==> src/rtl/data_mem_arbiter.sv <==
// data_mem_arbiter: shares one asynchronous-read data memory port between
// the CPU data interface and the debug interface. Grants are combinational,
// and each access completes in its grant cycle. Read data is registered and
// returned with a one-cycle rvalid pulse. A debug requester holding dbg_lock
// keeps ownership. If the CPU is also waiting, it gets one forced beat after
// LOCK_MAX locked debug beats.
//
// Build option: define ARB_ROUND_ROBIN_EN to resolve unlocked conflicts
// round-robin. If it is not defined, the CPU wins unlocked conflicts and no
// last-winner register is built.
module data_mem_arbiter #(
  parameter int LOCK_MAX = 16
) (
  input  logic        clk,
  input  logic        reset,
  // CPU data port
  input  logic        cpu_req,
  input  logic        cpu_we,
  input  logic [31:0] cpu_addr,
  input  logic [31:0] cpu_wdata,
  input  logic [3:0]  cpu_wmask,
  output logic        cpu_gnt,
  output logic        cpu_rvalid,
  output logic [31:0] cpu_rdata,
  // Debug port
  input  logic        dbg_req,
  input  logic        dbg_we,
  input  logic        dbg_lock,
  input  logic [31:0] dbg_addr,
  input  logic [31:0] dbg_wdata,
  input  logic [3:0]  dbg_wmask,
  output logic        dbg_gnt,
  output logic        dbg_rvalid,
  output logic [31:0] dbg_rdata,
  // Shared memory port
  output logic        mem_we,
  output logic [3:0]  mem_wmask,
  output logic [31:0] mem_addr,
  output logic [31:0] mem_wdata,
  input  logic [31:0] mem_rdata
);

  // The state records which requester owned the previous granted beat.
  typedef enum logic [1:0] {IDLE, CPU_OWN, DBG_OWN, DBG_LOCKED} state_t;

  localparam int              CW         = $clog2(LOCK_MAX + 1);
  localparam logic [CW-1:0]   LOCK_MAX_C = CW'(LOCK_MAX);

  state_t        state, state_nxt;
  logic [CW-1:0] lock_cnt;
  logic          in_lock;    // locked owner is still requesting this cycle
  logic          lock_full;  // the CPU has waited through LOCK_MAX locked beats
  logic          force_cpu;  // this CPU grant preempts a lock

`ifdef ARB_ROUND_ROBIN_EN
  logic          last_dbg;   // 1 when debug won the most recent granted beat
`endif

  assign in_lock   = (state == DBG_LOCKED) && dbg_req;
  assign lock_full = (lock_cnt == LOCK_MAX_C);

  // State register.
  always_ff @(posedge clk) begin
    // NOTE: sequential state uses non-blocking assignments so every flop
    // samples values from before the edge, whatever the process order.
    if (reset) state <= IDLE;
    else       state <= state_nxt;
  end

  // Next state follows the owner of this cycle's grant. The exception is a
  // forced CPU beat, which hands ownership back to a lock that is still held.
  always_comb begin
    // NOTE: default first so no path leaves state_nxt unassigned (no latch).
    state_nxt = IDLE;
    if (dbg_gnt)      state_nxt = dbg_lock ? DBG_LOCKED : DBG_OWN;
    else if (cpu_gnt) state_nxt = (force_cpu && dbg_lock) ? DBG_LOCKED : CPU_OWN;
  end

  // Output logic: choose the grant winner, then steer the winner onto the
  // memory port.
  always_comb begin
    cpu_gnt   = 1'b0;
    dbg_gnt   = 1'b0;
    force_cpu = 1'b0;
    mem_we    = 1'b0;
    mem_wmask = 4'h0;
    mem_addr  = 32'h0;
    mem_wdata = 32'h0;

    if (!reset) begin
      if (in_lock) begin
        if (cpu_req && lock_full) begin
          cpu_gnt   = 1'b1;
          force_cpu = 1'b1;
        end else begin
          dbg_gnt = 1'b1;
        end
      end else if (cpu_req && dbg_req) begin
`ifdef ARB_ROUND_ROBIN_EN
        if (last_dbg) cpu_gnt = 1'b1;
        else          dbg_gnt = 1'b1;
`else
        cpu_gnt = 1'b1;
`endif
      end else begin
        cpu_gnt = cpu_req;
        dbg_gnt = dbg_req;
      end
    end

    if (cpu_gnt) begin
      mem_we    = cpu_we;
      mem_wmask = cpu_we ? cpu_wmask : 4'h0;
      mem_addr  = cpu_addr;
      mem_wdata = cpu_wdata;
    end else if (dbg_gnt) begin
      mem_we    = dbg_we;
      mem_wmask = dbg_we ? dbg_wmask : 4'h0;
      mem_addr  = dbg_addr;
      mem_wdata = dbg_wdata;
    end
  end

  // Lock counter: counts locked debug beats that the CPU waited through.
  // It clears when the CPU gets a beat or when the lock is released.
  always_ff @(posedge clk) begin
    if (reset) begin
      lock_cnt <= '0;
    end else if (cpu_gnt || (state_nxt != DBG_LOCKED)) begin
      lock_cnt <= '0;
    end else if (in_lock && dbg_gnt && cpu_req && !lock_full) begin
      lock_cnt <= lock_cnt + 1'b1;
    end
  end

`ifdef ARB_ROUND_ROBIN_EN
  // Last-winner register for round-robin. Reset favours the CPU on the first
  // conflict.
  always_ff @(posedge clk) begin
    if (reset)        last_dbg <= 1'b1;
    else if (dbg_gnt) last_dbg <= 1'b1;
    else if (cpu_gnt) last_dbg <= 1'b0;
  end
`endif

  // Read-return path: capture memory data on a read grant and pulse rvalid
  // in the following cycle. rdata holds its value until the next read.
  always_ff @(posedge clk) begin
    if (reset) begin
      cpu_rvalid <= 1'b0;
      cpu_rdata  <= 32'h0;
      dbg_rvalid <= 1'b0;
      dbg_rdata  <= 32'h0;
    end else begin
      cpu_rvalid <= cpu_gnt && !cpu_we;
      dbg_rvalid <= dbg_gnt && !dbg_we;
      if (cpu_gnt && !cpu_we) cpu_rdata <= mem_rdata;
      if (dbg_gnt && !dbg_we) dbg_rdata <= mem_rdata;
    end
  end

endmodule

==> config.mk <==
export PLATFORM = sky130hd
export DESIGN_NAME = data_mem_arbiter
export DESIGN_NICKNAME = d
export VERILOG_FILES = /design/src/rtl/data_mem_arbiter.sv
export SDC_FILE = /design/constraint.sdc
export NUM_CORES = 1
export LEC_CHECK = 0
export CAP_MARGIN = 0
export CORE_MARGIN = 10
export CORE_UTILIZATION = 30
export DETAILED_ROUTE_END_ITERATION = 12
export PLACE_DENSITY_LB_ADDON = 0.25
export SLEW_MARGIN = 20
export SYNTH_ARGS = -nofsm -noshare
export SYNTH_HDL_FRONTEND = slang
export SYNTH_SLANG_ARGS = --single-unit
==> constraint.sdc <==
create_clock -name clk -period 4.9 [get_ports clk]
set_clock_uncertainty 0.1 [all_clocks]
set_input_delay 0.98 -clock clk [delete_from_list [all_inputs] [get_ports clk]]
set_output_delay 0.98 -clock clk [all_outputs]
set_load 0.01 [all_outputs]
==> results.py <==
metrics = {
    "status": {
        "outcome": "complete, no violations",
    },
    "detailed_routing": {
        "dr.pass1.iters": 4,
        "vias": 4157,
        "postRouteAntennaNets": 0,
        "wl_microns": 19100,
        "drcViolationCount": 0,
        "drt_iter0_drc": 205,
        "wire_per_inst_microns": 23.2,
        "viasPerCell": 5.04,
    },
    "cts": {
        "numCtsBuffers": 9,
        "postCtsSetupBuffers": 0,
        "cts.reportedPaths.clkPinSlew_ns": 0.05,
        "clk_path_buf_depth": 2,
        "cts-root-buf": "clkbuf_16",
        "htree_levels": 3,
        "clock-sinks": 73,
        "cts_tree": "yes",
        "ctsHoldBuffers": 0,
        "clkLatencyLatePin_ns": 0.32,
        "cts_resized": 0,
    },
    "power": {
        "vdd_drop_max_v": 0.000231,
        "power_per_cell_area_nw_per_um2": 229,
        "cellLeakagePower_nw": 2.64,
    },
    "sta": {
        "rsz0062_at_grt": "no",
        "setup_tns_ns": 0,
        "finalHoldWorstSlack_ns": 0.371,
        "relSlewSlack": 0.313,
        "finalHoldViolations": 0,
        "setup_slack_ns": 0.453,
        "fin_crit_ns": 4.45,
        "fmax_ghz": 0.225,
        "setup_viol": 0,
        "fin_crit_sh": 0.908,
        "worst_pin_slew_ns": 1.03,
        "final-max-slew-violation-count": 0,
    },
    "worst_setup_path": {
        "critPathLaunchType": "input pin",
        "cpMaxStageDelayCell": "clkdlybuf4s50_1",
        "cp_data_arrival_time_ns": 3.37,
        "worstPathMaxFanout": 51,
        "worstSetupPathType": "in2out",
        "endpoint_kind": "primary output",
        "rr_worst_depth": 7,
        "crit_path_cell_trace": "clkdlybuf4s50_1, and4b_1, a21oi_2, clkinv_2, buf_12, a22o_1, clkdlybuf4s50_1",
        "critical-path-max-stage-delay_ns": 0.53,
        "cp_common_cell": "clkdlybuf4s50_1",
        "cp_data_required_time_ns": 3.82,
    },
    "final_layout": {
        "syn_to_final_growth_pct": 96.2,
        "nFillCells": 1030,
        "final_area_sq_um": 7130,
        "fin_nets": 847,
        "drive_above_1_share": 0.0475,
    },
    "yosys": {
        "ys_types": 32,
        "synthesis.area_sq_um": 3630,
        "yosysMostFrequentCell": "dfxtp_1",
        "synth.net_count": 556,
        "synth.cells.most_frequent": "dfxtp_1, a22o_1, a21oi_1, nor2b_1, o21ai_0",
        "ys.flop_type": "dfxtp_1",
        "yosys_warnings": 0,
        "ys_ff_latch": 73,
        "yosysSeqAreaShare": 0.402,
        "synth_top_area_share": 0.402,
        "async_flop_share": 0,
        "synth.area.top_cells": "dfxtp_1, a22o_1, mux2_1",
        "yosys.area.top_type": "dfxtp_1",
        "synth_edf_count": 0,
        "synthCells": 379,
        "syn_avg_cell_area_sq_um": 9.59,
    },
    "floorplanning": {
        "ios": 312,
        "coreArea_sq_um": 11900,
        "initial_core_util": 0.305,
        "die_h_microns": 130,
        "die_w_microns": 130,
        "rows": 40,
        "die_area_sq_um": 16900,
    },
    "global_routing": {
        "antenna_found_initial": 3,
        "grt_pass1_vias": 4224,
        "grt_max_degree": 66,
        "grt_pass1_wl_microns": 27200,
        "overflow": 0,
        "grt_usage": 0.214,
    },
    "placement": {
        "portBuffers": 311,
        "dp_slack_ns": 0.475,
        "routabilityCongestion": 0.945,
        "dp_hpwl_microns": 15600,
        "place_area_sq_um": 6860,
    },
    "job": {
        "drv_cap": 0,
    },
    "worst_hold_path": {
        "min_path_cells": 2,
        "min_path_type": "reg2reg",
    },
}
cell families after synthesis:
family	count (synthesis)	share of synthesized area
buffers and inverters	44	0.0530
muxes	33	0.102
DFF	73	0.402
and+or+nand+nor	86	0.158
AOI/OAI and AO/OA	137	0.268
adders and majority gates	2	0.00689
xor gates and xnor gates	4	0.00964
registers in the layout (all words and copies together), names as in the netlist:
| signal | flops |
|---|---|
| cpu_rdata | 32 |
| dbg_rvalid | 1 |
| state | 2 |
| dbg_rdata | 32 |
| cpu_rvalid | 1 |
| lock_cnt | 5 |
placed cells by master (no fill, tap or decap), drive strengths merged, types with 2 or more instances in the layout:
| master | synthesis | routed |
|---|---|---|
| and2 | 4 | 4 |
| clkbuf | 32 | 12 |
| ha | 2 | 2 |
| and3 | 2 | 2 |
| a22o | 64 | 64 |
| buf | 7 | 10 |
| clkdlybuf4s50 | 0 | 309 |
| dfxtp | 73 | 73 |
| nand3b | 32 | 32 |
| diode | 0 | 3 |
| inv | 5 | 4 |
| nor2 | 6 | 6 |
| clkinv | 0 | 3 |
| a21oi | 33 | 33 |
| mux2 | 32 | 32 |
| nand2 | 2 | 2 |
| nand4 | 3 | 3 |
| a32o | 4 | 4 |
| xor2 | 3 | 3 |
| o21ai | 33 | 33 |
| nor2b | 33 | 33 |
cell type report:
type / instances / area [sq um] / share of cell area
Sequential cell: 73 / 1460 / 0.205
Antenna cell: 3 / 7.51 / 0.00105
Tap cell: 147 / 184 / 0.0258
Timing Repair Buffer: 319 / 3200 / 0.449
Inverter: 5 / 20.0 / 0.00281
Multi-Input combinational cell: 262 / 1990 / 0.279
Clock inverter: 3 / 17.5 / 0.00246
Clock buffer: 12 / 246 / 0.0346
power breakdown:
part           total (mW)  leakage, nW  switching [mW]  internal, mW
logic               0.432         1.92           0.159         0.273
clock network       0.576        0.128           0.224         0.351
registers           0.626        0.594         0.00954         0.617
total                1.63         2.64           0.393          1.24
per-stage QoR:
step                      std cells   util  total power [mW]
after CTS                       821  0.598              1.66
final                           824  0.598              1.63
after detailed placement        806  0.576              1.07
after floorplan                 379      -             0.775
after global routing            824  0.598              1.71
after global placement          806  0.576              1.07
critical path: cells and delay by family:
family          cells  cell delay [ns]
compound gates      2             0.38
buf+inv             4             1.71
simple gates        1             0.26
routing by layer:
metal  vias up  routed length, microns  GRT usage
li1       1991                       -          -
met1      1960                    6770      0.212
met5         -                       0          0
met3        25                    2070      0.101
met2       181                    9730      0.374
met4         0                     524     0.0939
path summary, 6_finish.rpt:
path                            slack, ns          start       endpoint
worst max-delay path                 0.45        dbg_req   mem_addr[12]
worst min-delay path                 0.37  dbg_rdata[23]  dbg_rdata[23]
worst max register to register       1.86    lock_cnt[0]   cpu_rdata[0]
worst min register to register       0.37  dbg_rdata[23]  dbg_rdata[23]
No activity file was read; power rests on OpenSTA's default activity.
